--- src/rtl/pipelined_barrel_shifter.sv ---
// WIDTH-bit rotate/logical/arithmetic shifter, one register stage per amt bit.
// Optional sticky/zero flags port enabled by BARREL_SHIFTER_FLAGS_EN.
module pipelined_barrel_shifter #(
   parameter int WIDTH = 8,
   parameter int AMT_W = 3
) (
   input  logic             clk,
   input  logic             reset,
   input  logic             in_valid,
   output logic             in_ready,
   input  logic [WIDTH-1:0] a,
   input  logic [AMT_W-1:0] amt,
   input  logic             lr,
   input  logic [1:0]       mode,
   output logic             out_valid,
   input  logic             out_ready,
`ifdef BARREL_SHIFTER_FLAGS_EN
   output logic [1:0]       flags,
`endif
   output logic [WIDTH-1:0] y
);

   function automatic logic [WIDTH-1:0] step(
      input logic [WIDTH-1:0] d,
      input int               n,
      input logic             en,
      input logic             rt,
      input logic [1:0]       md,
      input logic             sg
   );
      logic [2*WIDTH-1:0] t;
      logic [WIDTH-1:0]   r;
      logic               fill;
      t    = '0;
      r    = d;
      fill = (md == 2'b10) & rt & sg;
      if (en) begin
         if (md == 2'b00) begin
            t = {d, d};
            t = rt ? t >> n : t << n;
            r = rt ? t[WIDTH-1:0] : t[2*WIDTH-1:WIDTH];
         end else if (rt) begin
            t = {{WIDTH{fill}}, d} >> n;
            r = t[WIDTH-1:0];
         end else begin
            t = {{WIDTH{1'b0}}, d} << n;
            r = t[WIDTH-1:0];
         end
      end
      return r;
   endfunction

`ifdef BARREL_SHIFTER_FLAGS_EN
   function automatic logic lost(
      input logic [WIDTH-1:0] d,
      input int               n,
      input logic             en,
      input logic             rt,
      input logic [1:0]       md
   );
      logic [2*WIDTH-1:0] t;
      t = '0;
      if (en && md != 2'b00) begin
         if (rt)
            t = {d, {WIDTH{1'b0}}} >> n;
         else
            t = {{WIDTH{1'b0}}, d} << n;
      end
      return rt ? |t[WIDTH-1:0] : |t[2*WIDTH-1:WIDTH];
   endfunction
`endif

   logic [WIDTH-1:0] s_dat [AMT_W];
   logic [WIDTH-1:0] s_nxt [AMT_W];
   logic [AMT_W-1:0] s_amt [AMT_W];
   logic [1:0]       s_mode [AMT_W];
   logic             s_lr [AMT_W];
   logic             s_sgn [AMT_W];
   logic             s_vld [AMT_W];
   logic [AMT_W:0]   ld;
   logic             unused_tail;

   // A stage may take new data if empty or if its occupant moves on.
   always_comb begin
      ld        = '0;
      ld[AMT_W] = out_ready;
      for (int k = AMT_W - 1; k >= 0; k--)
         ld[k] = !s_vld[k] | ld[k+1];
   end

   assign in_ready = ld[0] & !reset;

`ifdef BARREL_SHIFTER_FLAGS_EN
   logic s_stk [AMT_W];
`endif

   for (genvar k = 0; k < AMT_W; k++) begin : g_stage
      logic [WIDTH-1:0] d_i;
      logic [AMT_W-1:0] amt_i;
      logic [1:0]       mode_i;
      logic             lr_i;
      logic             sgn_i;
      logic             v_i;
      logic [WIDTH-1:0] dat_q;
      logic [AMT_W-1:0] amt_q;
      logic [1:0]       mode_q;
      logic             lr_q;
      logic             sgn_q;
      logic             vld_q;

      if (k == 0) begin : g_head
         assign d_i    = a;
         assign amt_i  = amt;
         assign mode_i = mode;
         assign lr_i   = lr;
         assign sgn_i  = a[WIDTH-1];
         assign v_i    = in_valid;
      end else begin : g_body
         assign d_i    = s_dat[k-1];
         assign amt_i  = s_amt[k-1];
         assign mode_i = s_mode[k-1];
         assign lr_i   = s_lr[k-1];
         assign sgn_i  = s_sgn[k-1];
         assign v_i    = s_vld[k-1];
      end

      assign s_nxt[k] = step(d_i, 1 << k, amt_i[k],
                             lr_i, mode_i, sgn_i);

      always_ff @(posedge clk) begin
         if (reset) begin
            dat_q  <= '0;
            amt_q  <= '0;
            mode_q <= '0;
            lr_q   <= 1'b0;
            sgn_q  <= 1'b0;
            vld_q  <= 1'b0;
         end else if (ld[k]) begin
            dat_q  <= s_nxt[k];
            amt_q  <= amt_i;
            mode_q <= mode_i;
            lr_q   <= lr_i;
            sgn_q  <= sgn_i;
            vld_q  <= v_i;
         end
      end

      assign s_dat[k]  = dat_q;
      assign s_amt[k]  = amt_q;
      assign s_mode[k] = mode_q;
      assign s_lr[k]   = lr_q;
      assign s_sgn[k]  = sgn_q;
      assign s_vld[k]  = vld_q;

`ifdef BARREL_SHIFTER_FLAGS_EN
      logic stk_i;
      logic stk_q;
      if (k == 0) begin : g_stk_head
         assign stk_i = 1'b0;
      end else begin : g_stk_body
         assign stk_i = s_stk[k-1];
      end
      always_ff @(posedge clk) begin
         if (reset)
            stk_q <= 1'b0;
         else if (ld[k])
            stk_q <= stk_i | lost(d_i, 1 << k, amt_i[k],
                                  lr_i, mode_i);
      end
      assign s_stk[k] = stk_q;
`endif
   end

   // Final stage has no consumer for its control fields.
   always_comb begin
      unused_tail = s_lr[AMT_W-1] ^ s_sgn[AMT_W-1]
                  ^ (^s_mode[AMT_W-1]);
      for (int k = 0; k < AMT_W; k++)
         unused_tail = unused_tail ^ (^s_amt[k]);
   end

   assign y         = s_dat[AMT_W-1];
   assign out_valid = s_vld[AMT_W-1];

`ifdef BARREL_SHIFTER_FLAGS_EN
   logic z_q;
   always_ff @(posedge clk) begin
      if (reset)
         z_q <= 1'b0;
      else if (ld[AMT_W-1])
         z_q <= (s_nxt[AMT_W-1] == '0);
   end
   assign flags = {s_stk[AMT_W-1], z_q};
`endif

endmodule

--- config.mk ---
export PLATFORM = sky130hd
export DESIGN_NAME = pipelined_barrel_shifter
export DESIGN_NICKNAME = d
export VERILOG_FILES = /design/src/rtl/pipelined_barrel_shifter.sv
export SDC_FILE = /design/constraint.sdc
export NUM_CORES = 1
export LEC_CHECK = 0
export ABC_CLOCK_PERIOD_IN_PS = 1700
export CAP_MARGIN = 5
export CORE_MARGIN = 3
export CORE_UTILIZATION = 30
export CTS_BUF_LIST = sky130_fd_sc_hd__clkbuf_4 sky130_fd_sc_hd__clkbuf_8
export DETAILED_ROUTE_END_ITERATION = 8
export PLACE_DENSITY = 0.61
export SYNTH_ARGS = -nofsm -noshare
export SYNTH_HDL_FRONTEND = slang
export SYNTH_SLANG_ARGS = --single-unit
--- constraint.sdc ---
create_clock -name clk -period 1.7 [get_ports clk]
set_clock_uncertainty 0.1 [all_clocks]
set_input_delay 0.34 -clock clk [delete_from_list [all_inputs] [get_ports clk]]
set_output_delay 0.34 -clock clk [all_outputs]
set_load 0.01 [all_outputs]
# After elaboration in Yosys (flattened, before gate mapping)
# Cells that the tools add are included.
dict set report classes {
  bitwise_logic 10
  muxes 15
  eq_ne 3
  reduce_logical 7
}
# operator count
set op_table {}
lappend op_table {{two-way mux 8 bit} 12}
lappend op_table {{two-way mux 16 bit} 3}
lappend op_table {{bitwise AND 1 bit} 7}
lappend op_table {{== test 2 bit, second input constant} 3}
lappend op_table {{zero test 2 bit} 3}
lappend op_table {{zero test 1 bit} 4}
lappend op_table {{OR 1 bit} 3}
dict set report totals {
  reg_bits 41
}

# Longest topological paths before layout
dict set report depth {
  word_depth 6
  mapped_depth 6
  mapped_depth_nobuf 4
}

# Worst setup path before layout
# OpenSTA, ideal clock, no wires.
dict set report synth_path {
  kind {register to output}
  startpoint {register g_stage[2].vld_q (netlist: out_valid)}
  endpoint {output port in_ready}
  path_stages_with_launch 6
  path_slack_ns 0.061
  n_path_buf 2
  t_arrival_ns 1.199
  path_cell_list {dfxtp_1 > and3b_2 > and2_1 > clkbuf_2 > buf_2 > nor2_1}
}
dict set report synth_via {
  elab_chain_len 5
}
# element line_no
set synth_rtl {}
lappend synth_rtl {{start, declared} 109} ;# logic vld_q;
lappend synth_rtl {{start signal, assigned} 144} ;# vld_q <= v_i;
lappend synth_rtl {{zero test 1 bit} 88} ;# ld[k] = !s_vld[k] | ld[k+1];
lappend synth_rtl {{OR 1 bit (3 in series)} 88}
lappend synth_rtl {{bitwise AND 1 bit} 91} ;# assign in_ready = ld[0] & !reset;
lappend synth_rtl {{end, declared} 10} ;# output logic in_ready,
# No other way between the ends.

# Worst setup path after layout
dict set report layout_path {
  startpoint {register g_stage[1].vld_q}
  endpoint {output port in_ready}
}
dict set report layout_via {
  elab_chain_len 4
}
# element line_no
set layout_rtl {}
lappend layout_rtl {{start, declared} 109}
lappend layout_rtl {{start signal, assigned} 144}
lappend layout_rtl {{zero test 1 bit} 88}
lappend layout_rtl {{OR 1 bit (2 in series)} 88}
lappend layout_rtl {{bitwise AND 1 bit} 91}
# No other way between the ends.

==> flow_summary.json <==
{
  "finalPower_mw": 1.91,
  "drt_iter0_drc": 90,
  "pwr-share-comb": 0.140,
  "fin_crit_sh": 0.957,
  "grt_usage": 0.124,
  "swShare": 0.249,
  "place_congestion": 0.764,
  "ys_seq_elements": 38,
  "met1_usage": 0.149,
  "crit_path_start_kind": "flop",
  "finalSetupViolations": 0,
  "antenna_left": 0,
  "htree_levels": 2,
  "cts_tree": "built",
  "critPathMaxStageDelay_ns": 0.31,
  "status": "completed",
  "p_switching_mw": 0.476,
  "hold_slack_ns": 0.356,
  "hold_violations": 0,
  "grt_overflow": 0,
  "seq_area_um2": 762,
  "die_h_um": 83.4,
  "num_antenna_cells": 0,
  "vias": 1635,
  "nets": 276,
  "wirelength_um": 4080,
  "worst_setup_path_end_kind": "output port",
  "finalSetupTns_ns": 0,
  "dieArea_um2": 6950,
  "relSlewSlack": 0.693,
  "postCtsSetupRepairBufs": 0,
  "crit_slowest_cell": "dfxtp_1",
  "cts-root-buf": "clkbuf_8",
  "io_pins": 28,
  "vias_per_cell": 4.94,
  "die_x_um": 83.4,
  "use_met2": 0.195,
  "layout_setup_ws_ns": 0.0739,
  "drc_errors": 0,
  "synth_cells": 224,
  "num-fill-cells": 602,
  "grt_max_degree": 39,
  "p_seq_frac": 0.521,
  "drive_above_1_share": 0.116,
  "portBuffers": 27,
  "dpl.hpwl_um": 2950,
  "min_delay_path_depth": 2,
  "drt-pass1-iter-count": 4,
  "clkLatencyLatePin_ns": 0.29,
  "cts.clk_slew.worst_paths_ns": 0.07,
  "path_cells": "and3b_2, and2_4, nor2_2, buf_2",
  "tightestPinTransition_ns": 0.456,
  "max_freq_mhz": 615,
  "cts_hold_buf": 0,
  "grt_pass1_vias": 1541,
  "met3_usage": 0.0427,
  "multiInputGateArea_um2": 913,
  "leakagePower_nw": 0.868,
  "synth.yosys.seq_area_share": 0.423,
  "routedWlPerCell_um": 12.3,
  "path_class": "reg2out",
  "clock_path_buffers": 2,
  "antenna_found_initial": 0,
  "core_um2": 5640,
  "rows": 27,
  "cap_viol_max_count": 0,
  "r2r-start": "g_stage[0].mode_q[0]$_SDFFE_PP0P_",
  "pre_cts_ws_ns": -0.560,
  "start_util": 0.318,
  "finalWorstPathRequiredPeriod_ns": 1.63,
  "hold_start": "g_stage[0].amt_q[2]$_SDFFE_PP0P_",
  "syn_area_um2": 1800,
  "grt_pass1_wl_um": 7030,
  "top_usage_layer": "met2",
  "synth.avg_cell_area_um2": 8.02,
  "ir_drop_v": 0.000298,
  "pwr-share-clk": 0.339,
  "min_path_type": "reg2reg",
  "synth_nets": 242,
  "crit_fanout": 2,
  "area_growth_pct": 26.8,
  "cp_data_required_time_ns": 1.26,
  "power.internal_mw": 1.44,
  "ys_warn_count": 0,
  "arrival_ns": 1.19,
  "cts_sinks": 38,
  "power-per-cell-area_nw_per_um2": 840,
  "layout_common_cells": "55 x nand2_1, 37 x dfxtp_1, 27 x a21oi_1, 24 x clkdlybuf4s50_1, 23 x nor2_1",
  "finalMaxSlewViolations": 0,
  "crit_start": "g_stage[1].vld_q$_SDFFE_PP0P_",
  "cts_buffers": 5,
  "synth.distinct_cells": 32,
  "final_common_cell": "nand2_1",
  "rr_worst_depth": 4
}
worst max-delay path, delay by kind of cell, from the launching register on:
| family | cells | cell delay [ns] |
|---|---|---|
| buf+inv | 1 | 0.13 |
| flops | 1 | 0.31 |
| simple gates | 3 | 0.45 |
cell families (layout without fill, tap and decap cells):
logic type | after synthesis | in the layout | synth area share
and+or+nand+nor | 95 | 95 | 0.233
buffers and inverters | 21 | 56 | 0.0710
AOI/OAI and AO/OA | 60 | 60 | 0.217
muxes | 10 | 10 | 0.0557
DFF | 38 | 38 | 0.423
registers in the layout (all words and copies together) (netlist names):
| signal | flops |
|---|---|
| g_stage.dat_q | 16 |
| y | 8 |
| g_stage.mode_q | 4 |
| g_stage.amt_q | 3 |
| g_stage.lr_q | 2 |
| g_stage.sgn_q | 2 |
| g_stage.vld_q | 2 |
| out_valid | 1 |
cells in the mapped netlist:
library cell,instances,area (um^2)
inv_1,4,15.0
a211oi_1,4,30.0
nor3_1,5,25.0
clkbuf_8,2,27.5
nor2b_1,1,6.26
buf_2,4,20.0
a311oi_1,2,17.5
nor2_1,24,90.1
and3b_2,1,10.0
or4b_1,2,20.0
clkbuf_4,2,15.0
and2_1,1,6.26
dfxtp_1,38,761
o221ai_1,3,26.3
a221oi_1,8,70.1
o21ai_0,5,25.0
o32ai_1,2,17.5
clkbuf_1,5,18.8
o211ai_1,7,52.6
o21a_1,1,7.51
o2111ai_1,1,8.76
or4bb_1,1,11.3
nand4b_1,2,17.5
a21oi_1,27,135
and4b_1,1,10.0
buf_6,2,22.5
nor4b_1,1,8.76
nand2_1,55,206
buf_1,1,3.75
mux2i_1,10,100
nand2b_1,1,6.26
clkbuf_2,1,5.00
metrics by stage:
stage / area [um^2] / util / std cells
detailed placement: 2180 / 0.387 / 323
global placement: 2180 / 0.387 / 323
finish: 2280 / 0.404 / 331
floorplan: 1800 / - / 224
CTS: 2270 / 0.403 / 331
global route: 2280 / 0.404 / 331
routing by layer:
metal / wire [um] / up-vias
met3: 217 / 4
met5: 0 / -
li1: - / 857
met4: 63 / 0
met1: 1960 / 742
met2: 1840 / 32
power groups by stage:
| stage | logic (mW) | clock network (mW) | registers, mW |
|---|---|---|---|
| CTS | 0.270 | 0.673 | 0.996 |
| detailed placement | 0.271 | 0 | 1.02 |
| floorplan | 0.160 | 0 | 1.01 |
| global placement | 0.268 | 0 | 1.02 |
| global route | 0.298 | 0.714 | 1.01 |
| finish | 0.268 | 0.649 | 0.996 |
layout make-up:
cell class | instances | area share
inverter | 4 | 0.00659
multi-input combinational | 165 | 0.401
clock buffer | 7 | 0.0395
clock inverter | 1 | 0.00220
sequential | 38 | 0.334
tap | 72 | 0.0395
timing repair buffer | 44 | 0.177
what timing repair did:
| item | CTS | global route |
|---|---|---|
| pin swaps | 0 | 2 |
| endpoints found under the setup margin | 2 | 1 |
| gates cloned | 0 | 0 |
| gates resized for setup | 6 | 3 |
final timing paths:
path	endpoint	slack, ns
max	in_ready	0.07
min	g_stage[1].amt_q[2]$_SDFFE_PP0P_	0.36
max reg2reg	g_stage[1].dat_q[0]$_SDFFE_PP0P_	0.17
min reg2reg	g_stage[1].amt_q[2]$_SDFFE_PP0P_	0.36
No activity file was read; power rests on OpenSTA's default activity.
